[src/rtl/ifu_fetch_pkg.sv]
// ---------------------------------------------------------------------------
// ifu_fetch_pkg
// Shared definitions for the NPC instruction fetch stage: RISC-V opcode
// constants used by the immediate generator, the fetch FSM state type,
// the machine-cause codes a fetch can raise, and a small alignment helper.
// ---------------------------------------------------------------------------
package ifu_fetch_pkg;

   localparam logic [6:0] OP_I     = 7'b0010011;
   localparam logic [6:0] OP_L     = 7'b0000011;
   localparam logic [6:0] OP_JALR  = 7'b1100111;
   localparam logic [6:0] OP_SYS   = 7'b1110011;
   localparam logic [6:0] OP_S     = 7'b0100011;
   localparam logic [6:0] OP_B     = 7'b1100011;
   localparam logic [6:0] OP_LUI   = 7'b0110111;
   localparam logic [6:0] OP_AUIPC = 7'b0010111;
   localparam logic [6:0] OP_JAL   = 7'b1101111;

   localparam logic [3:0] MCAUSE_IMISALIGN = 4'd0;
   localparam logic [3:0] MCAUSE_IFAULT    = 4'd1;

   typedef enum logic [1:0] {
      ADDR = 2'd0,
      DATA = 2'd1,
      HOLD = 2'd2
   } fetch_state_e;

   // Instructions are 32-bit words, so only the two low PC bits matter.
   function automatic logic is_word_aligned(input logic [1:0] low_bits);
      return low_bits == 2'b00;
   endfunction

endpackage

[src/rtl/ifu_fetch_if.sv]
// ---------------------------------------------------------------------------
// ifu_fetch_if
// Bundles everything the fetch stage exchanges with the outside world:
//   - AXI4-Lite-style read address / read data channels to memory
//   - redirect request from later pipeline stages
//   - fetch packet and valid/ready handshake towards decode
// Signal prefixes (o_/i_) are from the point of view of the fetch unit.
// Modports:
//   master : the fetch unit itself
//   slave  : memory / decode / redirect environment
// ---------------------------------------------------------------------------
interface ifu_fetch_if;

   logic [31:0] o_araddr;
   logic        o_arvalid;
   logic        i_arready;
   logic [31:0] i_rdata;
   logic [1:0]  i_rresp;
   logic        i_rvalid;
   logic        o_rready;

   logic        i_redirect;
   logic [31:0] i_redirect_pc;

   logic        o_valid;
   logic        i_ready;
   logic [31:0] o_inst;
   logic [31:0] o_imm;
   logic [31:0] o_pc;
   logic        o_exception;
   logic [3:0]  o_mcause;

   modport master (
      output o_araddr, o_arvalid, o_rready,
      output o_valid, o_inst, o_imm, o_pc, o_exception, o_mcause,
      input  i_arready, i_rdata, i_rresp, i_rvalid,
      input  i_redirect, i_redirect_pc, i_ready
   );

   modport slave (
      input  o_araddr, o_arvalid, o_rready,
      input  o_valid, o_inst, o_imm, o_pc, o_exception, o_mcause,
      output i_arready, i_rdata, i_rresp, i_rvalid,
      output i_redirect, i_redirect_pc, i_ready
   );

endinterface

[src/rtl/ifu_immgen.sv]
// ---------------------------------------------------------------------------
// ifu_immgen
// Purely combinational RV32I immediate generator.
// Ports:
//   inst : 32-bit instruction word
//   imm  : sign-extended (or upper) immediate selected by inst[6:0];
//          zero for opcodes that carry no immediate
// ---------------------------------------------------------------------------
module ifu_immgen
   import ifu_fetch_pkg::*;
(
   input  logic [31:0] inst,
   output logic [31:0] imm
);

   // Reassemble the scattered immediate fields for each instruction format.
   // B and J formats have an implicit zero LSB because targets are
   // halfword-granular.
   always_comb begin
      imm = '0;
      case (inst[6:0])
         OP_I, OP_L, OP_JALR, OP_SYS:
            imm = {{20{inst[31]}}, inst[31:20]};
         OP_S:
            imm = {{20{inst[31]}}, inst[31:25], inst[11:7]};
         OP_B:
            imm = {{19{inst[31]}}, inst[31], inst[7], inst[30:25], inst[11:8], 1'b0};
         OP_LUI, OP_AUIPC:
            imm = {inst[31:12], 12'b0};
         OP_JAL:
            imm = {{11{inst[31]}}, inst[31], inst[19:12], inst[20], inst[30:21], 1'b0};
         default:
            imm = '0;
      endcase
   end

endmodule

[src/rtl/ifu_fetch.sv]
// ---------------------------------------------------------------------------
// ifu_fetch
// Instruction fetch stage of the NPC core. Holds the PC, issues one
// single-beat read at a time, and hands {inst, imm, pc, exception, mcause}
// to decode under a valid/ready handshake. Later stages can redirect the
// PC at any time; a read already on the bus is allowed to finish and its
// data is thrown away.
// Parameters:
//   RESET_PC : first PC fetched after reset
//   NOP_INST : instruction word presented when a fetch faults
// Ports:
//   i_clock  : clock
//   i_reset  : asynchronous, active-high reset
//   bus      : ifu_fetch_if.master (read channel, redirect, decode packet)
// ---------------------------------------------------------------------------
module ifu_fetch
   import ifu_fetch_pkg::*;
#(
   parameter logic [31:0] RESET_PC = 32'h8000_0000,
   parameter logic [31:0] NOP_INST = 32'h0000_0013
) (
   input  logic        i_clock,
   input  logic        i_reset,
   ifu_fetch_if.master bus
);

   fetch_state_e state_q, state_d;
   logic [31:0]  pc_q, pc_d;
   logic         drop_q, drop_d;
   logic         arvalid_q, arvalid_d;
   logic [31:0]  araddr_q, araddr_d;
   logic [31:0]  inst_q, inst_d;
   logic [31:0]  imm_q, imm_d;
   logic         exc_q, exc_d;
   logic [3:0]   mcause_q, mcause_d;

   logic [31:0]  rdata_imm;
   logic [31:0]  target_pc;
   logic         enter_addr;
   logic [31:0]  enter_pc;

   ifu_immgen u_immgen (
      .inst (bus.i_rdata),
      .imm  (rdata_imm)
   );

   // A same-cycle redirect always overrides the PC we would otherwise use.
   assign target_pc = bus.i_redirect ? bus.i_redirect_pc : pc_q;

   // Next-state logic. The address channel is registered so that araddr
   // stays put while arvalid waits for arready, even if a redirect moves
   // the PC underneath it. Every path back into ADDR issues the request on
   // the same edge (enter_addr), which keeps fetch latency at two cycles;
   // a misaligned target enters ADDR without a request and is turned into
   // an exception packet on the following edge.
   always_comb begin
      state_d    = state_q;
      pc_d       = pc_q;
      drop_d     = drop_q;
      arvalid_d  = arvalid_q;
      araddr_d   = araddr_q;
      inst_d     = inst_q;
      imm_d      = imm_q;
      exc_d      = exc_q;
      mcause_d   = mcause_q;
      enter_addr = 1'b0;
      enter_pc   = pc_q;

      case (state_q)
         ADDR: begin
            if (arvalid_q) begin
               if (bus.i_redirect) begin
                  pc_d   = bus.i_redirect_pc;
                  drop_d = 1'b1;
               end
               if (bus.i_arready) begin
                  arvalid_d = 1'b0;
                  state_d   = DATA;
               end
            end else if (!is_word_aligned(target_pc[1:0])) begin
               pc_d     = target_pc;
               inst_d   = NOP_INST;
               imm_d    = '0;
               exc_d    = 1'b1;
               mcause_d = MCAUSE_IMISALIGN;
               state_d  = HOLD;
            end else begin
               pc_d      = target_pc;
               arvalid_d = 1'b1;
               araddr_d  = target_pc;
            end
         end

         DATA: begin
            if (bus.i_redirect) begin
               pc_d = bus.i_redirect_pc;
            end
            if (bus.i_rvalid) begin
               if (drop_q || bus.i_redirect) begin
                  drop_d     = 1'b0;
                  enter_addr = 1'b1;
                  enter_pc   = target_pc;
               end else if (bus.i_rresp != 2'b00) begin
                  inst_d   = NOP_INST;
                  imm_d    = '0;
                  exc_d    = 1'b1;
                  mcause_d = MCAUSE_IFAULT;
                  state_d  = HOLD;
               end else begin
                  inst_d   = bus.i_rdata;
                  imm_d    = rdata_imm;
                  exc_d    = 1'b0;
                  mcause_d = '0;
                  state_d  = HOLD;
               end
            end else if (bus.i_redirect) begin
               drop_d = 1'b1;
            end
         end

         HOLD: begin
            if (bus.i_redirect) begin
               enter_addr = 1'b1;
               enter_pc   = bus.i_redirect_pc;
            end else if (bus.i_ready) begin
               enter_addr = 1'b1;
               enter_pc   = pc_q + 32'd4;
            end
         end

         default: begin
            state_d = ADDR;
         end
      endcase

      if (enter_addr) begin
         state_d   = ADDR;
         pc_d      = enter_pc;
         arvalid_d = is_word_aligned(enter_pc[1:0]);
         araddr_d  = enter_pc;
      end
   end

   // State register. Reset parks the FSM in ADDR with no request pending;
   // the first request goes out on the first edge after reset is released.
   always_ff @(posedge i_clock or posedge i_reset) begin
      if (i_reset) begin
         state_q   <= ADDR;
         pc_q      <= RESET_PC;
         drop_q    <= 1'b0;
         arvalid_q <= 1'b0;
         araddr_q  <= RESET_PC;
         inst_q    <= NOP_INST;
         imm_q     <= '0;
         exc_q     <= 1'b0;
         mcause_q  <= '0;
      end else begin
         state_q   <= state_d;
         pc_q      <= pc_d;
         drop_q    <= drop_d;
         arvalid_q <= arvalid_d;
         araddr_q  <= araddr_d;
         inst_q    <= inst_d;
         imm_q     <= imm_d;
         exc_q     <= exc_d;
         mcause_q  <= mcause_d;
      end
   end

   assign bus.o_araddr    = araddr_q;
   assign bus.o_arvalid   = arvalid_q;
   assign bus.o_rready    = (state_q == DATA);
   assign bus.o_valid     = (state_q == HOLD);
   assign bus.o_inst      = inst_q;
   assign bus.o_imm       = imm_q;
   assign bus.o_pc        = pc_q;
   assign bus.o_exception = exc_q;
   assign bus.o_mcause    = mcause_q;

endmodule

[src/flat_wrapper.sv]
// flat-port wrapper written by rule: the top's interface ports become plain ports
module ifu_fetch_flat import ifu_fetch_pkg::*;
#(
   parameter logic [31:0] RESET_PC = 32'h8000_0000,
   parameter logic [31:0] NOP_INST = 32'h0000_0013
)
  (i_clock, i_reset, bus_o_araddr, bus_o_arvalid, bus_o_rready, bus_o_valid, bus_o_inst, bus_o_imm, bus_o_pc, bus_o_exception, bus_o_mcause, bus_i_arready, bus_i_rdata, bus_i_rresp, bus_i_rvalid, bus_i_redirect, bus_i_redirect_pc, bus_i_ready);
  ifu_fetch_if bus_i ();
  input  logic i_clock;
  input  logic i_reset;
  output wire logic [$bits(bus_i.o_araddr)-1:0] bus_o_araddr;
  output wire logic [$bits(bus_i.o_arvalid)-1:0] bus_o_arvalid;
  output wire logic [$bits(bus_i.o_rready)-1:0] bus_o_rready;
  output wire logic [$bits(bus_i.o_valid)-1:0] bus_o_valid;
  output wire logic [$bits(bus_i.o_inst)-1:0] bus_o_inst;
  output wire logic [$bits(bus_i.o_imm)-1:0] bus_o_imm;
  output wire logic [$bits(bus_i.o_pc)-1:0] bus_o_pc;
  output wire logic [$bits(bus_i.o_exception)-1:0] bus_o_exception;
  output wire logic [$bits(bus_i.o_mcause)-1:0] bus_o_mcause;
  input wire logic [$bits(bus_i.i_arready)-1:0] bus_i_arready;
  input wire logic [$bits(bus_i.i_rdata)-1:0] bus_i_rdata;
  input wire logic [$bits(bus_i.i_rresp)-1:0] bus_i_rresp;
  input wire logic [$bits(bus_i.i_rvalid)-1:0] bus_i_rvalid;
  input wire logic [$bits(bus_i.i_redirect)-1:0] bus_i_redirect;
  input wire logic [$bits(bus_i.i_redirect_pc)-1:0] bus_i_redirect_pc;
  input wire logic [$bits(bus_i.i_ready)-1:0] bus_i_ready;
  assign bus_o_araddr = bus_i.o_araddr;
  assign bus_o_arvalid = bus_i.o_arvalid;
  assign bus_o_rready = bus_i.o_rready;
  assign bus_o_valid = bus_i.o_valid;
  assign bus_o_inst = bus_i.o_inst;
  assign bus_o_imm = bus_i.o_imm;
  assign bus_o_pc = bus_i.o_pc;
  assign bus_o_exception = bus_i.o_exception;
  assign bus_o_mcause = bus_i.o_mcause;
  assign bus_i.i_arready = bus_i_arready;
  assign bus_i.i_rdata = bus_i_rdata;
  assign bus_i.i_rresp = bus_i_rresp;
  assign bus_i.i_rvalid = bus_i_rvalid;
  assign bus_i.i_redirect = bus_i_redirect;
  assign bus_i.i_redirect_pc = bus_i_redirect_pc;
  assign bus_i.i_ready = bus_i_ready;
  ifu_fetch #(.RESET_PC(RESET_PC), .NOP_INST(NOP_INST)) u_core (.i_clock(i_clock), .i_reset(i_reset), .bus(bus_i));
endmodule
[config.mk]
export PLATFORM = sky130hd
export DESIGN_NAME = ifu_fetch_flat
export DESIGN_NICKNAME = d
export VERILOG_FILES = /design/src/rtl/ifu_fetch_pkg.sv /design/src/rtl/ifu_fetch_if.sv /design/src/rtl/ifu_immgen.sv /design/src/rtl/ifu_fetch.sv /design/src/flat_wrapper.sv
export SDC_FILE = /design/constraint.sdc
export NUM_CORES = 1
export LEC_CHECK = 0
export BUFFER_PORTS_ARGS = -buffer_cell sky130_fd_sc_hd__buf_2
export CAP_MARGIN = 25
export CORE_MARGIN = 2
export CORE_UTILIZATION = 49
export DETAILED_ROUTE_END_ITERATION = 10
export PLACE_DENSITY = 0.75
export SKIP_LAST_GASP = 1
export SYNTH_ARGS = -nofsm -noshare
export SYNTH_HDL_FRONTEND = slang
export SYNTH_HIERARCHICAL = 1
export SYNTH_SLANG_ARGS = --single-unit
export TNS_END_PERCENT = 50
[constraint.sdc]
create_clock -name i_clock -period 4.7 [get_ports i_clock]
set_clock_uncertainty 0.05 [all_clocks]
set_input_delay 0.235 -clock i_clock [delete_from_list [all_inputs] [get_ports i_clock]]
set_output_delay 0.235 -clock i_clock [all_outputs]
set_load 0.02 [all_outputs]
== Word-level counts from Yosys, hierarchy flattened ==
Cells that the tools add are included.

* Flip-flop bits (word level): 137
* Input port bits: 72
* Output and inout bits: 136
* Word-level logic and storage cells: 108

* Add/subtract/negate cells: 1
* Eq/ne operators: 23
* Mux-type cells: 59
* Reductions and logical operators: 16

{| class="wikitable"
|+ Operators with widths
! kind !! count
|-
| two-way mux 32 bit || 21
|-
| one-hot mux 32 bit (2 select lines) || 3
|-
| one-hot mux 32 bit (5 select lines) || 1
|-
| adder 32 x 3 -> 32 bit, second input constant || 1
|-
| == test 7 bit, second input constant || 4
|-
| two-way mux 1 bit || 19
|-
| two-way mux 4 bit || 4
|-
| == test 7 x 5 -> 1 bit, second input constant || 2
|-
| == test 7 x 6 -> 1 bit, second input constant || 2
|-
| two-way mux 2 bit || 6
|-
| AND reduction 5 bit || 2
|-
| nonzero test 2 bit || 5
|-
| inequality test 2 bit, second input constant || 4
|-
| one-hot mux 4 bit (2 select lines) || 1
|-
| == test 7 x 2 -> 1 bit, second input constant || 1
|-
| zero test 2 bit || 3
|-
| inequality test 2 x 1 -> 1 bit, second input constant || 3
|-
| inequality test 3 x 2 -> 1 bit, second input constant || 2
|-
| one-hot mux 1 bit (2 select lines) || 3
|-
| one-hot mux 2 bit (3 select lines) || 1
|-
| AND reduction 3 bit || 2
|-
| inequality test 4 x 2 -> 1 bit, second input constant || 1
|-
| inequality test 4 bit, second input constant || 1
|-
| OR reduction 2 bit || 2
|-
| 5 further kinds || 5
|}

== Depth between registers and ports, before layout ==
Gate-level depths: netlist (run 1).

* Word-level depth: 7
* Mapped depth: 10
* Mapped depth without buffers: 8

== Cells and area by module ==
The synthesis (run 1) kept the hierarchy.

{| class="wikitable"
|+ By module, submodules not included
! module !! times used !! cells each !! area an instance (sq um) !! seq. area each (sq um)
|-
| ifu_fetch || 1 || 759 || 7160.6 || 3359.5
|-
| ifu_immgen || 1 || 82 || 558.0 || 0.0
|}

== Worst setup path before layout (run 1) ==
Ideal clock, no wire load.

* Path kind: reg-to-reg
* Start: reg u_core.state_q[0]
* End: reg u_core.pc_q[17], in the netlist u_core/bus.o_pc[17]
* Setup time: 0.066 ns
* Arrival time: 2.182 ns
* Data required time: 4.584 ns
* Setup slack: 2.402 ns
* Stages on the path, launching flop included: 10
* Buffers on the path: 1
* Clock period less this slack: 2.298 ns
* Cell sequence: dfrtp_1 -> inv_1 -> ha_1 -> clkbuf_1 -> nand2_1 -> a21oi_1 -> nand2_1 -> o31ai_1 -> a21o_1 -> mux2_2

* Word-level cells in the longest chain between the ends: 3
* Elaborated cells on any way between the ends: 8
* Those cells by class: eq/ne: 2; mux: 3; reduce/logical: 3

{| class="wikitable"
|+ Ends and longest elaborated chain
! item !! RTL line !! source
|-
| from (decl) || ifu_fetch.sv:27 || <nowiki>fetch_state_e state_q, state_d;</nowiki>
|-
| from (signal assigned) || ifu_fetch.sv:158 || <nowiki>state_q <= state_d;</nowiki>
|-
| == test 2 bit * || n/a ||
|-
| via bus_o_valid || flat_wrapper.sv:14 || <nowiki>output wire logic [$bits(bus_i.o_valid)-1:0] bus_o_valid;</nowiki>
|-
| one-hot mux 32 bit (2 select lines) or one-hot mux 1 bit (2 select lines) (tied branches) || ifu_fetch.sv:69 || <nowiki>case (state_q)</nowiki>
|-
| two-way mux 32 bit or nonzero test 2 bit (tied branches) || n/a ||
|-
| to (signal assigned) || ifu_fetch.sv:159 || <nowiki>pc_q <= pc_d;</nowiki>
|-
| to (decl) || ifu_fetch.sv:28 || <nowiki>logic [31:0] pc_q, pc_d;</nowiki>
|}

The timed path passes the listed nets; every way through them passes the cells marked *.
A chain may end at the register's enable or synchronous reset.

== Final worst setup path (run 1) ==
* Start: reg u_core.state_q[1]
* End: reg u_core.state_q[1]

* Word-level cells in the longest chain between the ends: 4
* Elaborated cells on any way between the ends: 12
* Those cells by class: eq/ne: 7; mux: 3; reduce/logical: 2

{| class="wikitable"
|+ Ends and longest elaborated chain
! item !! RTL line
|-
| == test 2 bit or == test 2 x 1 -> 1 bit (tied branches) || ifu_fetch.sv:69
|-
| one-hot mux 1 bit (2 select lines) || ifu_fetch.sv:69
|-
| inequality test 4 x 2 -> 1 bit (no source line) (tied with other cells) || n/a
|-
| AND reduction 5 bit (no source line) || n/a
|}

Several ways; a longest one is shown, not always the timed one.

==> results.cfg, run 1 <==
[min_path]
min-delay-path-class = input pin to register

[timing]
setup_viol = 0
layout_setup_ws_ns = 1.53
hold_slack_ns = 0.0217
slew_viol_final = 0
fmax_mhz = 315
min_period_over_period_pct = 67.5
min_period_ns = 3.17
relSlewSlack_pct = 28.6
rsz0062_at_grt = false
setup_tns_ns = 0
tightest_slew_ns = 1.06
hold_viol_final = 0

[die]
dieArea_mm2 = 0.0168
die_y_um = 130
initial_core_util_pct = 50.4
io_pins = 208
core_area_mm2 = 0.0153
die_x_um = 130
rows = 45

[clock_network]
cts.clk_slew.worst_paths_ns = 0.06
cts.sinks = 134
insertion_delay_ns = 0.43
clock_path_buffers = 2
h-tree-depth = 4
root_buffer = clkbuf_16
cts_resized = 0
ctsHoldBuffers = 16
post_cts.repair.setup_buffers = 0
numCtsBuffers = 17
tritoncts = done

[synth]
synth.distinct_cells = 73
yosysWarningCount = 6
synth_area_mm2 = 0.00772
syn_avg_cell_area_um2 = 9.18
synthArstFlopShare_pct = 100
synth_cells = 841
yosysSeqAreaShare_pct = 43.5
ys_ff_latch = 134
ys.flop_type = dfrtp_1
synth-edff-count = 0

[drt]
wl_um = 24200
drt_iter0_markers = 609
drc = 0
first_pass_iters = 8
wire_per_inst_um = 19.4
vias = 7670
ant_nets = 0
viasPerCell = 6.14

[grt]
grt-ovfl-total = 0
grt_max_degree = 98
grt_usage_pct = 28.6
grt_pass1_vias = 7013
grt_pass1_wl_um = 37400
antenna_found_initial = 0

[place]
io_buffer_count = 204
gp_congestion = 0.942
pre_cts_ws_ns = 1.65
place_area_mm2 = 0.00880
dp.cells = 1201
dp.final_hpwl_um = 16700

[outcome]
status = complete, no violations

[final_layout]
fin_nets = 1104
ff_latch_area_mm2 = 0.00336
post-route-util_pct = 62.5
multi_input_area_mm2 = 0.00400
drive_gt1_share_pct = 27.8
insertedDiodeCount = 0
syn2layout_area_growth_pct = 24.1
fin_area_mm2 = 0.00958
fill_cells = 1334
fin_cells = 1250

[worst_setup_path]
critical_path.cell_chain = inv_1 -> ha_1 -> o211ai_1 -> a21boi_1 -> buf_4 -> o22a_1 -> mux2_2
cp-start-kind = register
worstPathMaxFanout = 22
cp.required_ns = 4.96
setup.worst_path.end_class = register
cpPeakStageDelay_ns = 0.71
cp_num_buf_inv = 2
worstSetupPathType = register to register
critPathTopFamily = compound AO/OA/AOI/OAI gates
crit_slowest_cell = ha_1
cp_data_arrival_time_ns = 3.43

[pwr]
vdd.ir_drop.worst_uv = 371
p_per_area_mw_per_mm2 = 607
swShare_pct = 45.1
power.internal_mw = 3.19
clockPowerShare_pct = 23.6
p_leak_nw = 4.71
combPwrFrac_pct = 43.8
power_mw = 5.81
p_switching_mw = 2.62
seqPwrFrac_pct = 32.6

[job]
drv_cap = 0
[logic make-up after synthesis]
logic type	synth area share [%]
AO/OA/AOI/OAI	26.3
AND/OR/NAND/NOR	16.2
flip-flops	43.5
buffers and inverters	4.94
multiplexers	6.26
XOR/XNOR	1.93
adder cells (fa/ha/maj)	0.811
other	0.0486
[power by group through the flow]
stage,sequential (mW),combinational (mW),clock (mW)
final,1.89,2.55,1.37
after global routing,1.94,2.77,1.45
after detailed placement,1.90,2.49,0
after floorplan,2.08,1.49,0
after CTS,1.88,2.52,1.39
after global placement,1.89,2.46,0
[Yosys cell counts (all sizes together) (5+ instances only)]
| library cell | instances | area (µm²) |
|---|---|---|
| nand3 | 40 | 205 |
| a22o | 66 | 578 |
| mux2i | 28 | 280 |
| nor2 | 59 | 226 |
| and3 | 11 | 68.8 |
| o211ai | 8 | 60.1 |
| dfstp | 5 | 131 |
| xnor2 | 11 | 96.3 |
| or3 | 7 | 48.8 |
| nand4 | 12 | 96.3 |
| a22oi | 6 | 45.0 |
| o21ai | 63 | 319 |
| and2 | 5 | 32.5 |
| clkbuf | 35 | 131 |
| inv | 20 | 75.1 |
| ha | 5 | 62.6 |
| nand2 | 88 | 333 |
| xor2 | 6 | 52.6 |
| nor4 | 8 | 50.1 |
| o22a | 7 | 61.3 |
| buf | 32 | 175 |
| dfrtp | 129 | 3230 |
| a31oi | 14 | 100 |
| a21o | 20 | 150 |
| a21oi | 59 | 295 |
| mux2 | 18 | 203 |
| o31ai | 5 | 37.5 |
| nor3 | 11 | 55.1 |
[placed cells by master, fill, tap and decap left out, types with 4 or more instances in the layout]
cell,Yosys,layout
buf_2,17,204
dfrtp_1,129,129
nand2_1,87,86
a22o_1,66,66
o21ai_0,60,60
a21oi_1,59,59
nor2_1,57,57
nand3_1,39,39
mux2i_1,28,28
a21o_1,20,20
dlygate4sd3_1,0,18
inv_1,19,18
mux2_2,18,18
clkbuf_16,0,17
a31oi_1,12,12
xnor2_1,11,11
and3_1,11,11
buf_4,5,10
nor3_1,11,10
nand4_1,10,10
o211ai_1,8,8
nor4_1,8,8
o22a_1,7,7
xor2_1,6,6
a22oi_1,6,6
or3_1,6,6
o31ai_1,5,5
ha_1,5,5
dfstp_2,5,5
inv_6,0,4
and4_1,4,4
and2_1,4,4
nor3b_1,4,4
[worst reg2reg max path, stage by stage (launching register included)]
cell and delay, ns:
dfrtp_1 0.40, inv_1 0.11, ha_1 0.71, o211ai_1 0.30, a21boi_1 0.55, buf_4 0.34
o22a_1 0.25, mux2_2 0.35
[metal layers]
layer	track usage (%)	share of wire (%)	up-vias
met5	0	0	-
met4	11.4	2.8	0
met3	8.26	9.9	59
met2	42.9	45	480
met1	39.1	42	3649
li1	-	-	3482
[path summary, 6_finish.rpt]
kind	end	startpoint	cells after the start	slack, ns
min in group asynchronous	u_core/bus.o_inst[16]	i_reset	3	0.50
max	u_core/state_q[1]	u_core/state_q[1]	7	1.53
min reg2reg	u_core/bus.o_araddr[0]	u_core/bus.o_araddr[0]	2	0.44
min	u_core/bus.o_inst[16]	bus_i_rdata[16]	2	0.02
max in group asynchronous	u_core/bus.o_inst[1]	i_reset	4	3.02
max reg2reg	u_core/state_q[1]	u_core/state_q[1]	7	1.53
[registers in the layout, indices dropped and copies added (netlist names)]
register and flops:
u_core/bus.o_araddr 32, u_core/bus.o_arvalid 1, u_core/bus.o_exception 1, u_core/bus.o_imm 32
u_core/bus.o_inst 32, u_core/bus.o_mcause 1, u_core/bus.o_pc 32, u_core/drop_q 1
u_core/state_q 2
[layout make-up]
| cell class | count | area share (%) |
|---|---|---|
| multi-input combinational | 622 | 41.7 |
| sequential | 134 | 35.1 |
| inverter | 20 | 0.836 |
| clock inverter | 14 | 1.83 |
| clock buffer | 17 | 4.44 |
| tap | 211 | 2.76 |
| timing repair buffer | 232 | 13.3 |
No activity file was read; power rests on OpenSTA's default activity.
==> run 2, diff against run 1 <==
- CORE_UTILIZATION: 49 -> 48
- PLACE_DENSITY: 0.75 -> 0.77
- clock period: 4.7 -> 2.58 ns (I/O delays scaled with it)
==> run 2 against run 1 <==
Against the previous run: total power rose by 86%; core utilization is 1.0 points higher; sequential power grew 76%; hold slack got worse by 0.0074 ns; sequential cell count is the same; largest power group unchanged; non-clock buffer count grew 51.
==> results.cfg, run 2 (same netlist as run 1, synthesis figures left out) <==
[drt]
drt_iter0_markers = 751
dr_wl_met2_um = 11700
met1_length_um = 10100
wl_met3_um = 2390
top_layer = met5
drc = 0
vias = 7766
viasPerCell = 5.93
wire_per_inst_um = 19.1
wl_um = 24900
ant_nets = 0
first_pass_iters = 6

[final_layout]
drive_gt1_share_pct = 29.3
final_common_cell = buf_2
post-route-util_pct = 63.5
fill_cells = 1311
multi_input_area_mm2 = 0.00400
fin_nets = 1155
ff_latch_area_mm2 = 0.00336
syn2layout_area_growth_pct = 30.3
final_cell_mix = buf_2, dfrtp_1, nand2_1

[timing]
fmax_mhz = 420
relSlewSlack_pct = 51.8
tightest_slew_ns = 0.705
hold_viol_final = 0
layout_setup_ws_ns = 0.201
rsz0062_at_grt = false
slew_viol_final = 0
min_period_over_period_pct = 92.2
min_period_ns = 2.38
setup_tns_ns = 0
setup_viol = 0

[pwr]
power.internal_mw = 5.93
vdd.ir_drop.worst_uv = 607
p_per_area_mw_per_mm2 = 1070
swShare_pct = 45.0
combPwrFrac_pct = 47.3
p_leak_nw = 4.94
p_switching_mw = 4.86
seqPwrFrac_pct = 30.7
clockPowerShare_pct = 21.9

[place]
gp_congestion = 0.925
dp.final_hpwl_um = 17500
io_buffer_count = 204
pre_cts_ws_ns = 0.233

[worst_setup_path]
cp.required_ns = 2.84
worstPathMaxFanout = 11
ff2ff_setup_slack_ns = 0.20
setup.worst_path.end_class = register
cp-start-kind = register
cp_data_arrival_time_ns = 2.64
r2r.worst_path.cells = 8
worstSetupPathType = register to register

[grt]
grt_pass1_vias = 7472
grt_max_degree = 135
antenna_found_initial = 2
grt-ovfl-total = 0
grt_pass1_wl_um = 39100
grt_usage_pct = 29.3

[die]
io_pins = 208
initial_core_util_pct = 48.8
rows = 46
die_x_um = 131
die_y_um = 131
dieArea_mm2 = 0.0171
core_area_mm2 = 0.0158

[clock_network]
clock_path_buffers = 2
root_buffer = clkbuf_16
insertion_delay_ns = 0.42
ctsHoldBuffers = 39
h-tree-depth = 4
tritoncts = done
numCtsBuffers = 17
cts.clk_slew.worst_paths_ns = 0.06
cts.sinks = 134
post_cts.repair.setup_buffers = 0
cts_resized = 0

[job]
drv_cap = 0

[min_path]
holdPathStages = 3
min-delay-path-class = input pin to register

[outcome]
status = complete, no violations
run 2: area by class of cell:
| class | count | share of cell area, % |
|---|---|---|
| inverters | 20 | 0.784 |
| flip-flops and latches | 134 | 33.4 |
| well taps | 216 | 2.69 |
| repair buffers | 283 | 17.6 |
| diodes | 2 | 0.0498 |
| clock inverters | 14 | 1.38 |
| clock buffers | 18 | 4.27 |
| multi-input cells | 622 | 39.8 |
run 2: metrics by stage:
stage               cell area (µm²)  instances  hold slack [ns]  total power, mW
detailed placement             9090       1236            0.324             8.34
global placement               9090       1236            0.311             8.27
finish                        10100       1309           0.0143             10.8
CTS                           10100       1307          0.00239             10.8
global route                  10100       1307           0.0300             11.5
floorplan                      7730        843            0.177             6.50
run 2: power by group through the flow:
stage          combinational, mW  clock [mW]  sequential (mW)
3_3_place_gp                4.95           0             3.32
6_report                    5.10        2.37             3.32
2_1_floorplan               2.71           0             3.79
4_1_cts                     5.07        2.39             3.30
3_5_place_dp                5.01           0             3.33
5_1_grt                     5.59        2.48             3.39
run 2: layer usage:
metal  up-vias  global-route usage, %
li1       3596                      -
met1      3680                   37.8
met2       432                   47.1
met3        56                   7.45
met4         2                   12.4
met5         -                      0
run 2: critical path: stages (launching register included):
cell	delay [ns]
dfrtp_1	0.37
inv_1	0.08
ha_1	0.40
nand2_1	0.19
o21ai_0	0.10
a22o_1	0.37
a31o_2	0.25
a21o_1	0.17
mux2_2	0.26
run 2: worst paths after layout:
kind	from	endpoint
min in group asynchronous	i_reset	u_core/bus.o_araddr[29]
hold / removal	bus_i_redirect_pc[2]	u_core/bus.o_araddr[2]
max in group asynchronous	i_reset	u_core/bus.o_araddr[28]
setup reg to reg	u_core/state_q[1]	u_core/bus.o_araddr[17]
setup / recovery	u_core/state_q[1]	u_core/bus.o_araddr[17]
hold reg to reg	u_core/bus.o_inst[4]	u_core/bus.o_inst[4]
==> run 3, diff against run 2 <==
- CORE_UTILIZATION: 48 -> 44
- PLACE_DENSITY: 0.77 -> 0.71
==> run 3 against run 2 <==
Against the previous run: final cell count rose by 0.31%; die area is 8.8% higher; core utilization fell by 5.2 points; total power increased by 0.98%; design area about the same; critical path depth shrank 2; routed wire length is 3.2% higher; hold slack improved by 0.011 ns.
==> results.cfg, run 3 (same netlist as run 1, synthesis figures left out) <==
[drt]
ant_nets = 0
vias = 7847
wl_um = 25700
drc = 0
viasPerCell = 5.98
drt_iter0_markers = 740
wire_per_inst_um = 19.6
first_pass_iters = 6

[final_layout]
fill_cells = 1493
drive_gt1_share_pct = 29.6
fin_area_mm2 = 0.0101
insertedDiodeCount = 0
fin_nets = 1152
final_cell_mix = buf_2, dfrtp_1, nand2_1
post-route-util_pct = 58.4
fin_cells = 1313
syn2layout_area_growth_pct = 30.3
final_common_cell = buf_2

[worst_setup_path]
cp-start-kind = register
cp_data_arrival_time_ns = 2.63
worstPathMaxFanout = 10
cp.required_ns = 2.82
ff2ff_setup_slack_ns = 0.18
worstSetupPathType = register to register
setup.worst_path.end_class = register

[clock_network]
numCtsBuffers = 17
root_buffer = clkbuf_16
cts.sinks = 134
clock_path_buffers = 2
cts.clk_slew.worst_paths_ns = 0.06
tritoncts = done
insertion_delay_ns = 0.42
post_cts.repair.setup_buffers = 0
h-tree-depth = 4

[grt]
grt_pass1_wl_um = 39500
grt_pass1_vias = 7514
grt_usage_pct = 27.3
grt-ovfl-total = 0
grt_max_degree = 66
antenna_found_initial = 1

[job]
drv_cap = 0

[die]
rows = 48
io_pins = 208
core_area_mm2 = 0.0172
die_x_um = 136
die_y_um = 136
initial_core_util_pct = 44.8
dieArea_mm2 = 0.0186

[pwr]
combPwrFrac_pct = 47.1
power.internal_mw = 6.03
p_leak_nw = 4.94
seqPwrFrac_pct = 30.5
vdd.ir_drop.worst_uv = 601
swShare_pct = 44.6
p_switching_mw = 4.86
clockPowerShare_pct = 22.4
p_per_area_mw_per_mm2 = 1080

[timing]
tightest_slew_ns = 0.825
rsz0062_at_grt = false
fmax_mhz = 417
hold_viol_final = 0
slew_viol_final = 0
setup_tns_ns = 0
min_period_ns = 2.40
min_period_over_period_pct = 92.9
hold_slack_ns = 0.0255
relSlewSlack_pct = 44.9
setup_viol = 0

[min_path]
min-delay-path-class = input pin to register

[place]
gp_congestion = 0.993
place_area_mm2 = 0.00911
io_buffer_count = 204
dp.cells = 1246
dp.final_hpwl_um = 18500

[outcome]
status = complete, no violations
==> run 3: cell count changes in the layout (fill, tap and decap cells not counted), moves of 2 or more <==
| cell | before | now |
|---|---|---|
| dlygate4sd3_1 | 39 | 35 |
| inv_6 | 6 | 3 |
| clkbuf_8 | 0 | 2 |
| diode_2 | 2 | 0 |
==> run 3: timing repair <==
action / 4_1_cts / 5_1_grt
setup endpoints to repair: 0 / 0
gates resized for setup: 0 / 0
endpoints found under the hold margin: 67 / 0
hold buffers: 35 / 0
==> run 3: stage by stage <==
stage	setup WS, ns	total power [mW]
floorplan	0.282	6.50
global placement	0.312	8.26
detailed placement	0.265	8.36
CTS	0.233	10.9
global route	0.104	11.5
finish	0.184	10.9
==> run 3: path summary, 6_finish.rpt <==
check / from / endpoint / cells after the start
max: u_core/bus.o_pc[7] / u_core/bus.o_pc[27] / 6
min: bus_i_redirect_pc[6] / u_core/bus.o_pc[6] / 3
max reg2reg: u_core/bus.o_pc[7] / u_core/bus.o_pc[27] / 6
min reg2reg: u_core/bus.o_mcause[0] / u_core/bus.o_mcause[0] / 2
max in group asynchronous: i_reset / u_core/bus.o_araddr[5] / 4
min in group asynchronous: i_reset / u_core/bus.o_imm[18] / 3
==> run 3: layout make-up <==
cell class | instances | area [µm²] | share of cell area, %
sequential | 134 | 3360 | 33.4
inverter | 20 | 78.8 | 0.784
clock inverter | 13 | 144 | 1.43
timing repair buffer | 280 | 1740 | 17.3
multi-input combinational | 622 | 4000 | 39.8
clock buffer | 19 | 453 | 4.50
tap | 225 | 282 | 2.80
==> run 3: power by group through the flow <==
stage / Clock, mW / Combinational, mW / Sequential (mW)
after floorplan: 0 / 2.71 / 3.79
after global placement: 0 / 4.94 / 3.32
after detailed placement: 0 / 5.02 / 3.34
after CTS: 2.48 / 5.08 / 3.31
after global routing: 2.58 / 5.55 / 3.40
final: 2.44 / 5.13 / 3.32
==> run 3: layer usage <==
layer	vias to the layer above	part of all wire, %	track usage (%)
met1	3789	42	36.4
met4	2	2.5	10.4
li1	3588	-	-
met2	423	46	43.0
met5	-	0.043	0
met3	45	9.0	6.52
==> run 3: worst max-delay path: stages (launching register included) <==
cell	delay, ns
dfrtp_1	0.52
nand4_1	0.26
or4_4	0.62
o21a_1	0.22
o311a_1	0.34
nor2_1	0.16
a21oi_1	0.09
